$ cat src/rtl/cfs_apb_master_pkg.sv
// Shared types and width limits for the APB initiator.
// Latency: n/a (types only).
// Backpressure: n/a (types only).
`ifndef CFS_APB_MAX_ADDR_WIDTH
`define CFS_APB_MAX_ADDR_WIDTH 32
`endif
`ifndef CFS_APB_MAX_DATA_WIDTH
`define CFS_APB_MAX_DATA_WIDTH 32
`endif

package cfs_apb_master_pkg;

  localparam int CFS_APB_MAX_ADDR_W = `CFS_APB_MAX_ADDR_WIDTH;
  localparam int CFS_APB_MAX_DATA_W = `CFS_APB_MAX_DATA_WIDTH;

  // Default widths used by the initiator and its bus interface.
  localparam int CFS_APB_MASTER_ADDR_WIDTH = 16;
  localparam int CFS_APB_MASTER_DATA_WIDTH = 32;

  typedef enum logic [1:0] {
    IDLE   = 2'd0,
    SETUP  = 2'd1,
    ACCESS = 2'd2,
    RESP   = 2'd3
  } cfs_apb_master_state_t;

  // Response payload, sized for the widest supported data bus.
  typedef struct packed {
    logic [CFS_APB_MAX_DATA_W-1:0] rdata;
    logic                          err;
    logic                          timeout;
  } cfs_apb_master_rsp_t;

endpackage

$ cat src/rtl/cfs_apb_master_if.sv
// APB3 bus bundle between the initiator (master) and a completer (slave).
// Latency: none, wires only; carries protocol checks on the bus.
// Backpressure: completer stalls the access phase by holding pready low.
// Ports: pclk, preset_n; signals paddr/pwrite/psel/penable/pwdata (master
// driven) and pready/prdata/pslverr (slave driven).
interface cfs_apb_master_if
  import cfs_apb_master_pkg::*;
#(
  parameter int ADDR_WIDTH = CFS_APB_MASTER_ADDR_WIDTH,
  parameter int DATA_WIDTH = CFS_APB_MASTER_DATA_WIDTH
) (
  input logic pclk,
  input logic preset_n
);

  logic [ADDR_WIDTH-1:0] paddr;
  logic                  pwrite;
  logic                  psel;
  logic                  penable;
  logic [DATA_WIDTH-1:0] pwdata;
  logic                  pready;
  logic [DATA_WIDTH-1:0] prdata;
  logic                  pslverr;

  modport master (
    output paddr, pwrite, psel, penable, pwdata,
    input  pready, prdata, pslverr
  );

  modport slave (
    input  paddr, pwrite, psel, penable, pwdata,
    output pready, prdata, pslverr
  );

  // penable is only meaningful inside a selected transfer.
  a_enable_needs_sel: assert property (
    @(posedge pclk) disable iff (!preset_n) penable |-> psel);

  // A setup phase always moves into an access phase on the next cycle.
  a_setup_to_access: assert property (
    @(posedge pclk) disable iff (!preset_n)
    (psel && !penable) |=> (psel && penable));

  // Control and write data do not move between setup and access.
  a_setup_stable: assert property (
    @(posedge pclk) disable iff (!preset_n)
    (psel && !penable) |=> ($stable(paddr) && $stable(pwrite) && $stable(pwdata)));

  // Through wait states the transfer either stays put or is abandoned.
  a_wait_stable: assert property (
    @(posedge pclk) disable iff (!preset_n)
    (psel && penable && !pready) |=>
      (!psel || ($stable(paddr) && $stable(pwrite) && $stable(pwdata))));

endinterface

$ cat src/rtl/cfs_apb_master_timer.sv
// Access-phase wait counter; flags the edge on which a transfer must be abandoned.
// Latency: expired is combinational from the registered count and enable.
// Backpressure: none; counts while enable is high, saturates, cleared by clear.
// Ports: pclk, preset_n, clear (restart), enable (slave still waiting),
// expired (this edge reaches TIMEOUT_CYCLES waiting cycles).
module cfs_apb_master_timer #(
  parameter int TIMEOUT_CYCLES = 0
) (
  input  logic pclk,
  input  logic preset_n,
  input  logic clear,
  input  logic enable,
  output logic expired
);

  if (TIMEOUT_CYCLES > 0) begin : g_timer
    localparam int CW = $clog2(TIMEOUT_CYCLES + 1);

    logic [CW-1:0] cnt;

    always_ff @(posedge pclk or negedge preset_n) begin
      if (!preset_n) begin
        cnt <= '0;
      end else if (clear) begin
        cnt <= '0;
      end else if (enable && (cnt != CW'(TIMEOUT_CYCLES))) begin
        cnt <= cnt + CW'(1);
      end
    end

    // The count would reach TIMEOUT_CYCLES at this edge with the slave
    // still stalling.
    assign expired = enable && (cnt == CW'(TIMEOUT_CYCLES - 1));
  end else begin : g_no_timer
    logic unused_tmr;
    assign unused_tmr = ^{pclk, preset_n, clear, enable};
    assign expired    = 1'b0;
  end

endmodule

$ cat src/rtl/cfs_apb_master.sv
// APB3 initiator: turns one valid/ready request into one APB transfer and one response.
// Latency: accept at edge N -> setup N+1, access N+2, rsp_valid from N+3 (zero-wait slave).
// Backpressure: req_ready only in IDLE; rsp_* held while rsp_valid && !rsp_ready.
// Ports: pclk, preset_n; req_valid/req_ready/req_write/req_addr/req_wdata;
// rsp_valid/rsp_ready/rsp_rdata/rsp_err/rsp_timeout; apb (master modport).
module cfs_apb_master
  import cfs_apb_master_pkg::*;
#(
  parameter int ADDR_WIDTH     = CFS_APB_MASTER_ADDR_WIDTH,
  parameter int DATA_WIDTH     = CFS_APB_MASTER_DATA_WIDTH,
  parameter int TIMEOUT_CYCLES = 0
) (
  input  logic                  pclk,
  input  logic                  preset_n,
  input  logic                  req_valid,
  output logic                  req_ready,
  input  logic                  req_write,
  input  logic [ADDR_WIDTH-1:0] req_addr,
  input  logic [DATA_WIDTH-1:0] req_wdata,
  output logic                  rsp_valid,
  input  logic                  rsp_ready,
  output logic [DATA_WIDTH-1:0] rsp_rdata,
  output logic                  rsp_err,
  output logic                  rsp_timeout,
  cfs_apb_master_if.master      apb
);

  cfs_apb_master_state_t state;

  logic [ADDR_WIDTH-1:0] paddr_q;
  logic                  pwrite_q;
  logic                  psel_q;
  logic                  penable_q;
  logic [DATA_WIDTH-1:0] pwdata_q;
  logic                  rsp_valid_q;
  cfs_apb_master_rsp_t   rsp_q;

  logic tmr_clear;
  logic tmr_enable;
  logic tmr_expired;

  // Restart the wait count on the way into the access phase.
  assign tmr_clear  = (state == SETUP);
  assign tmr_enable = (state == ACCESS) && !apb.pready;

  cfs_apb_master_timer #(
    .TIMEOUT_CYCLES(TIMEOUT_CYCLES)
  ) u_timer (
    .pclk    (pclk),
    .preset_n(preset_n),
    .clear   (tmr_clear),
    .enable  (tmr_enable),
    .expired (tmr_expired)
  );

  always_ff @(posedge pclk or negedge preset_n) begin
    if (!preset_n) begin
      state       <= IDLE;
      paddr_q     <= '0;
      pwrite_q    <= 1'b0;
      psel_q      <= 1'b0;
      penable_q   <= 1'b0;
      pwdata_q    <= '0;
      rsp_valid_q <= 1'b0;
      rsp_q       <= '0;
    end else begin
      case (state)
        IDLE: begin
          if (req_valid) begin
            paddr_q   <= req_addr;
            pwrite_q  <= req_write;
            // Reads leave pwdata alone so it never picks up stale/X data.
            if (req_write) begin
              pwdata_q <= req_wdata;
            end
            psel_q    <= 1'b1;
            penable_q <= 1'b0;
            state     <= SETUP;
          end
        end
        SETUP: begin
          penable_q <= 1'b1;
          state     <= ACCESS;
        end
        ACCESS: begin
          // pready takes priority over a timeout landing on the same edge.
          if (apb.pready) begin
            psel_q        <= 1'b0;
            penable_q     <= 1'b0;
            rsp_q.rdata   <= pwrite_q ? '0 : CFS_APB_MAX_DATA_W'(apb.prdata);
            rsp_q.err     <= apb.pslverr;
            rsp_q.timeout <= 1'b0;
            rsp_valid_q   <= 1'b1;
            state         <= RESP;
          end else if (tmr_expired) begin
            psel_q        <= 1'b0;
            penable_q     <= 1'b0;
            rsp_q.rdata   <= '0;
            rsp_q.err     <= 1'b1;
            rsp_q.timeout <= 1'b1;
            rsp_valid_q   <= 1'b1;
            state         <= RESP;
          end
        end
        RESP: begin
          if (rsp_ready) begin
            rsp_valid_q <= 1'b0;
            state       <= IDLE;
          end
        end
        default: state <= IDLE;
      endcase
    end
  end

  assign req_ready   = preset_n && (state == IDLE);
  assign rsp_valid   = rsp_valid_q;
  assign rsp_rdata   = rsp_q.rdata[DATA_WIDTH-1:0];
  assign rsp_err     = rsp_q.err;
  assign rsp_timeout = rsp_q.timeout;

  assign apb.paddr   = paddr_q;
  assign apb.pwrite  = pwrite_q;
  assign apb.psel    = psel_q;
  assign apb.penable = penable_q;
  assign apb.pwdata  = pwdata_q;

  if (DATA_WIDTH < CFS_APB_MAX_DATA_W) begin : g_rdata_hi
    logic unused_rdata_hi;
    assign unused_rdata_hi = ^rsp_q.rdata[CFS_APB_MAX_DATA_W-1:DATA_WIDTH];
  end

endmodule

$ cat src/flat_wrapper.sv
// flat-port wrapper written by rule: the top's interface ports become plain ports
module cfs_apb_master_flat import cfs_apb_master_pkg::*;
#(
  parameter int ADDR_WIDTH     = CFS_APB_MASTER_ADDR_WIDTH,
  parameter int DATA_WIDTH     = CFS_APB_MASTER_DATA_WIDTH,
  parameter int TIMEOUT_CYCLES = 0
)
  (pclk, preset_n, req_valid, req_ready, req_write, req_addr, req_wdata, rsp_valid, rsp_ready, rsp_rdata, rsp_err, rsp_timeout, apb_paddr, apb_pwrite, apb_psel, apb_penable, apb_pwdata, apb_pready, apb_prdata, apb_pslverr);
  cfs_apb_master_if #(.ADDR_WIDTH(ADDR_WIDTH), .DATA_WIDTH(DATA_WIDTH)) apb_i (.pclk(pclk), .preset_n(preset_n));
  input  logic pclk;
  input  logic preset_n;
  input  logic req_valid;
  output logic req_ready;
  input  logic req_write;
  input  logic [ADDR_WIDTH-1:0] req_addr;
  input  logic [DATA_WIDTH-1:0] req_wdata;
  output logic rsp_valid;
  input  logic rsp_ready;
  output logic [DATA_WIDTH-1:0] rsp_rdata;
  output logic rsp_err;
  output logic rsp_timeout;
  output wire logic [$bits(apb_i.paddr)-1:0] apb_paddr;
  output wire logic [$bits(apb_i.pwrite)-1:0] apb_pwrite;
  output wire logic [$bits(apb_i.psel)-1:0] apb_psel;
  output wire logic [$bits(apb_i.penable)-1:0] apb_penable;
  output wire logic [$bits(apb_i.pwdata)-1:0] apb_pwdata;
  input wire logic [$bits(apb_i.pready)-1:0] apb_pready;
  input wire logic [$bits(apb_i.prdata)-1:0] apb_prdata;
  input wire logic [$bits(apb_i.pslverr)-1:0] apb_pslverr;
  assign apb_paddr = apb_i.paddr;
  assign apb_pwrite = apb_i.pwrite;
  assign apb_psel = apb_i.psel;
  assign apb_penable = apb_i.penable;
  assign apb_pwdata = apb_i.pwdata;
  assign apb_i.pready = apb_pready;
  assign apb_i.prdata = apb_prdata;
  assign apb_i.pslverr = apb_pslverr;
  cfs_apb_master #(.ADDR_WIDTH(ADDR_WIDTH), .DATA_WIDTH(DATA_WIDTH), .TIMEOUT_CYCLES(TIMEOUT_CYCLES)) u_core (.pclk(pclk), .preset_n(preset_n), .req_valid(req_valid), .req_ready(req_ready), .req_write(req_write), .req_addr(req_addr), .req_wdata(req_wdata), .rsp_valid(rsp_valid), .rsp_ready(rsp_ready), .rsp_rdata(rsp_rdata), .rsp_err(rsp_err), .rsp_timeout(rsp_timeout), .apb(apb_i));
endmodule
$ cat config.mk
export PLATFORM = sky130hd
export DESIGN_NAME = cfs_apb_master_flat
export DESIGN_NICKNAME = d
export VERILOG_FILES = /design/src/rtl/cfs_apb_master_pkg.sv /design/src/rtl/cfs_apb_master_if.sv /design/src/rtl/cfs_apb_master_timer.sv /design/src/rtl/cfs_apb_master.sv /design/src/flat_wrapper.sv
export SDC_FILE = /design/constraint.sdc
export NUM_CORES = 1
export LEC_CHECK = 0
export CORE_MARGIN = 2
export CORE_UTILIZATION = 44
export DETAILED_ROUTE_END_ITERATION = 8
export PLACE_DENSITY = 0.9
export SETUP_SLACK_MARGIN = 0.4
export SLEW_MARGIN = 15
export SYNTH_ARGS = -nofsm -noshare
export SYNTH_HDL_FRONTEND = slang
export SYNTH_HIERARCHICAL = 1
export SYNTH_SLANG_ARGS = --single-unit
$ cat constraint.sdc
create_clock -name pclk -period 4.21 [get_ports pclk]
set_input_delay 0.421 -clock pclk [delete_from_list [all_inputs] [get_ports pclk]]
set_output_delay 0.421 -clock pclk [all_outputs]
set_load 0.05 [all_outputs]
## After elaboration in Yosys (flattened, before gate mapping)

Cells that the tools add are included.
W data, S select, Z words.

- Reductions and logical operators: 12
- Eq/ne operators: 6
- Multiplexer cells: 13

Operators by type and width:

| operator | count |
|---|---|
| $mux W32 | 1 |
| $reduce_and A3 Y1 | 5 |
| $pmux W2 S4 | 1 |
| $mux W2 | 3 |
| $ne A2 B2 Y1 const B | 3 |
| $mux W1 | 5 |
| $eq A2 B2 Y1 const B | 2 |
| $pmux W1 S2 | 2 |
| $reduce_and A2 Y1 | 2 |
| $reduce_bool A2 Y1 | 2 |
| $pmux W1 S3 | 1 |
| $reduce_bool A3 Y1 | 1 |
| $eq A2 B1 Y1 const B | 1 |
| $logic_not A2 Y1 | 1 |
| $logic_and A1 B1 Y1 | 1 |

- Output and inout port bits: 87
- Bits in registers: 87
- Bits of input ports: 87

## Longest topological paths before layout

- Depth after elaboration: 3
- Gate-level depth with buffers: 7
- Gate-level depth less buffers: 5

## Modules after synthesis

The synthesis kept the hierarchy.

Modules (own cells, without submodules):

| module | cells an instance | times used | area each (µm²) |
|---|---|---|---|
| cfs_apb_master | 290 | 1 | 3,590.9 |
| cfs_apb_master_timer | 2 | 1 | 11.3 |

## Least setup slack after synthesis

No wires, ideal clock.

- Path type: register -> output
- Start point: register u_core.state[0]
- End point: output port req_ready
- Stages on the path, launching flop included: 4
- Path slack: 2,564 ps
- Arrival: 1,225 ps
- Required time: 3,789 ps
- Cell sequence: dfrtp_1 inv_1 ha_1 and2_1

- Word-level cells in the longest chain between the ends: 2

RTL lines:

| what | RTL line | source |
|---|---|---|
| from (decl) | cfs_apb_master.sv:28 | `cfs_apb_master_state_t state;` |
| from (signal assigned) | cfs_apb_master.sv:58 | `state <= IDLE;` |
| from (signal assigned) | cfs_apb_master.sv:78 | `state <= SETUP;` |
| from (signal assigned) | cfs_apb_master.sv:83 | `state <= ACCESS;` |
| $logic_not A2 Y1 | cfs_apb_master.sv:116 | `assign req_ready = preset_n && (state == IDLE);` |
| $logic_and A1 B1 Y1 | cfs_apb_master.sv:116 |  |
| to (decl) | flat_wrapper.sv:13 | `output logic req_ready;` |

No other way between the ends.

## Worst setup path after layout

Same ends and word-level chain as after synthesis.

==> flow_summary_export.csv <==
group,metric,value,unit
outcome,status,"finished clean",
power_and_ir_drop,p_switching,2.565,mW
final_layout,area_growth,54.94,%
setup_path,startpoint_type,"flip-flop",
die,num_rows,32,
clock_tree,cts_sinks,88,
route,via_per_inst,4.822,
timing,skew,0.007354,ns
grt,grt_pass1_wl,13270,µm
setup_path,worstPathCellList,"inv_1 -> ha_1 -> and2_1 -> clkdlybuf4s50_1",
die,start_util,46.09,%
power_and_ir_drop,p_leak,2.380,nW
setup_path,path_max_fanout,6,
power_and_ir_drop,vdd_drop_max,0.0005069,V
min_path,min_path_type,"in -> async",
setup_path,critical_path_class,"reg -> out",
timing,worstMarginPinSlew,0.7844,ns
clock_tree,cts_tree,"built",
grt,grt_use_met3,5.986,%
grt,grt.busiest_layer,"met2",
timing,rsz0062_at_grt,"no",
clock_tree,postCtsSetupBuffers,0,
final_layout,diodes,0,
power_and_ir_drop,combPwrFrac,59.9,%
timing,hold_viol_final,0,
setup_path,cp_slowest_stage_delay,0.80,ns
route,detail_route.wl_per_cell,15.04,µm
final_layout,fin_util,71.41,%
route,first_iter_violations,47,
setup_path,required,3.79,ns
place,placed_area,5349,µm²
setup_path,setup.worst_path.end,"req_ready",
final_layout,fin_area,5575,µm²
grt,grt_start_max_net_pins,55,
setup_path,cp_num_cells,4,
place,gp_congestion,0.7206,
grt,grt_usage,19.16,%
power_and_ir_drop,power_density,950.0,nW/µm²
clock_tree,clk_pin_slew_worst_paths,0.09,ns
timing,period_minus_slack,2.613,ns
setup_path,crit_family,"buffers and inverters",
synth,syn-num-nets,385,
die,coreArea,7807,µm²
grt,grt-ovfl-total,0,
power_and_ir_drop,power_frac_clock,12.0,%
route,wirelength,8544,µm
synth,ys_warn_count,6,
clock_tree,htree_num_levels,3,
setup_path,reg2reg_depth,4,
timing,setup_viol,0,
timing,whs,0.06066,ns
clock_tree,cts_inserted_buffers,9,
setup_path,regToRegStartpoint,"u_core/state[0]$_DFFE_PN0P_",
die,die_width,94.44,µm
final_layout,nNetsFinal,555,
grt,antenna_found_initial,0,
synth,synth_area,3598,µm²
setup_path,critPathBufInv,2,
place,dp.cells,552,
power_and_ir_drop,pwr-share-seq,28.1,%
route,vias,2739,
timing,slew_headroom,47.64,%
clock_tree,postCtsResizedCells,0,
final_layout,fin_cells,568,
power_and_ir_drop,intPower,2.731,mW
grt,met1_usage,22.16,%
clock_tree,cts_buffer_depth,2,
setup_path,startpoint,"u_core/state[0]$_DFFE_PN0P_",
die,dieArea,8918,µm²
place,hpwl,6442,µm
setup_path,slowest_stage,"clkdlybuf4s50_1",
setup_path,rr_endpoint,"u_core/apb.pwdata[12]$_DFFE_PN0P_",
die,die_y,94.44,µm
die,pin_count,174,
timing,fin_crit_sh,62.06,%
synth,syn_inst,291,
timing,fin_ws,1.597,ns
power_and_ir_drop,switching_share,48.44,%
timing,setup_tns,0,ns
place,post-place-ws,1.666,ns
clock_tree,ctsHoldBuffers,0,
final_layout,layout-drive-gt1-share,16.09,%
grt,first_global_vias,2790,
grt,use_met2,33.99,%
route,drc,0,
setup_path,worstPathArrival,2.19,ns
synth,post_synth.cell_area_avg,12.37,µm²
route,drtPass1Iterations,4,
route,antenna_left,0,
clock_tree,ctsRootBufferMaster,"clkbuf_8",
setup_path,reg2reg_slack,2.00,ns
clock_tree,clock_latency,0.34,ns
job,max-cap-violations,0,
timing,finalMaxSlewViolations,0,
setup_path,endpoint_kind,"primary output",
power_and_ir_drop,power,5.297,mW
place,io_buffers,173,
timing,max_freq,382.8,MHz
layout by cell type, fill, tap and decap left out, types with 2 or more instances in the layout:
cell type and count:
buf_4 3, o21ai_1 30, dfrtp_1 88, inv_1 3
mux2i_1 2, ha_1 7, o21ai_0 5, clkdlybuf4s50_1 172
nor3_1 2, nand2_1 69, bufinv_16 2, nor2_1 2
mux2_2 51, clkbuf_8 10, clkinvlp_4 2, nor2b_1 4
cell type report:
type                            count  area, µm²
Fill cell                         557       2232
Sequential cell                    88       2202
Timing Repair Buffer              175       1744
Multi-Input combinational cell    184       1269
Clock buffer                       11      141.4
Tap cell                          102      127.6
Clock inverter                      5      80.08
Inverter                            3      11.26
per-layer routing:
metal,share of wire [%],wire (µm),up-vias
met1,38,3262,1305
met5,0,0,-
met3,9.0,765,14
met4,1.6,134,0
li1,-,-,1306
met2,51,4381,114
sequential cells by signal, summed over array words and instances (netlist names):
| name | cells |
|---|---|
| u_core/state | 2 |
| u_core/apb.pwrite | 1 |
| u_core/apb.paddr | 16 |
| u_core/rsp_timeout | 1 |
| u_core/apb.penable | 1 |
| u_core/rsp_valid | 1 |
| u_core/apb.pwdata | 32 |
| u_core/rsp_rdata | 32 |
| u_core/rsp_err | 1 |
| u_core/apb.psel | 1 |
how the worst min path moves through the flow:
stage          startpoint                                 to  slack (ns)  cells past startpoint
2_1_floorplan    preset_n    u_core/apb.paddr[0]$_DFFE_PN0P_        0.13                      0
3_3_place_gp     preset_n  u_core/apb.pwdata[18]$_DFFE_PN0P_        0.44                      1
3_5_place_dp     preset_n  u_core/apb.pwdata[22]$_DFFE_PN0P_        0.45                      1
4_1_cts          preset_n  u_core/apb.pwdata[22]$_DFFE_PN0P_        0.07                      1
5_1_grt          preset_n  u_core/apb.pwdata[22]$_DFFE_PN0P_         0.1                      1
6_report         preset_n  u_core/apb.pwdata[22]$_DFFE_PN0P_        0.06                      1
power by group through the flow:
stage / logic, mW / registers [mW] / clock network (mW)
floorplan: 0.685 / 2.93 / 0
global placement: 3.13 / 1.48 / 0
detailed placement: 3.19 / 1.51 / 0
CTS: 3.20 / 1.49 / 0.655
global route: 3.32 / 1.54 / 0.683
finish: 3.17 / 1.49 / 0.635
worst register-to-register path: stages, from the launching register on:
cell     delay [ns]
dfrtp_1        0.42
inv_1          0.17
ha_1           0.30
nand3_2        0.64
mux2_2         0.56
Note: power is estimated with default switching activity, not from simulation.
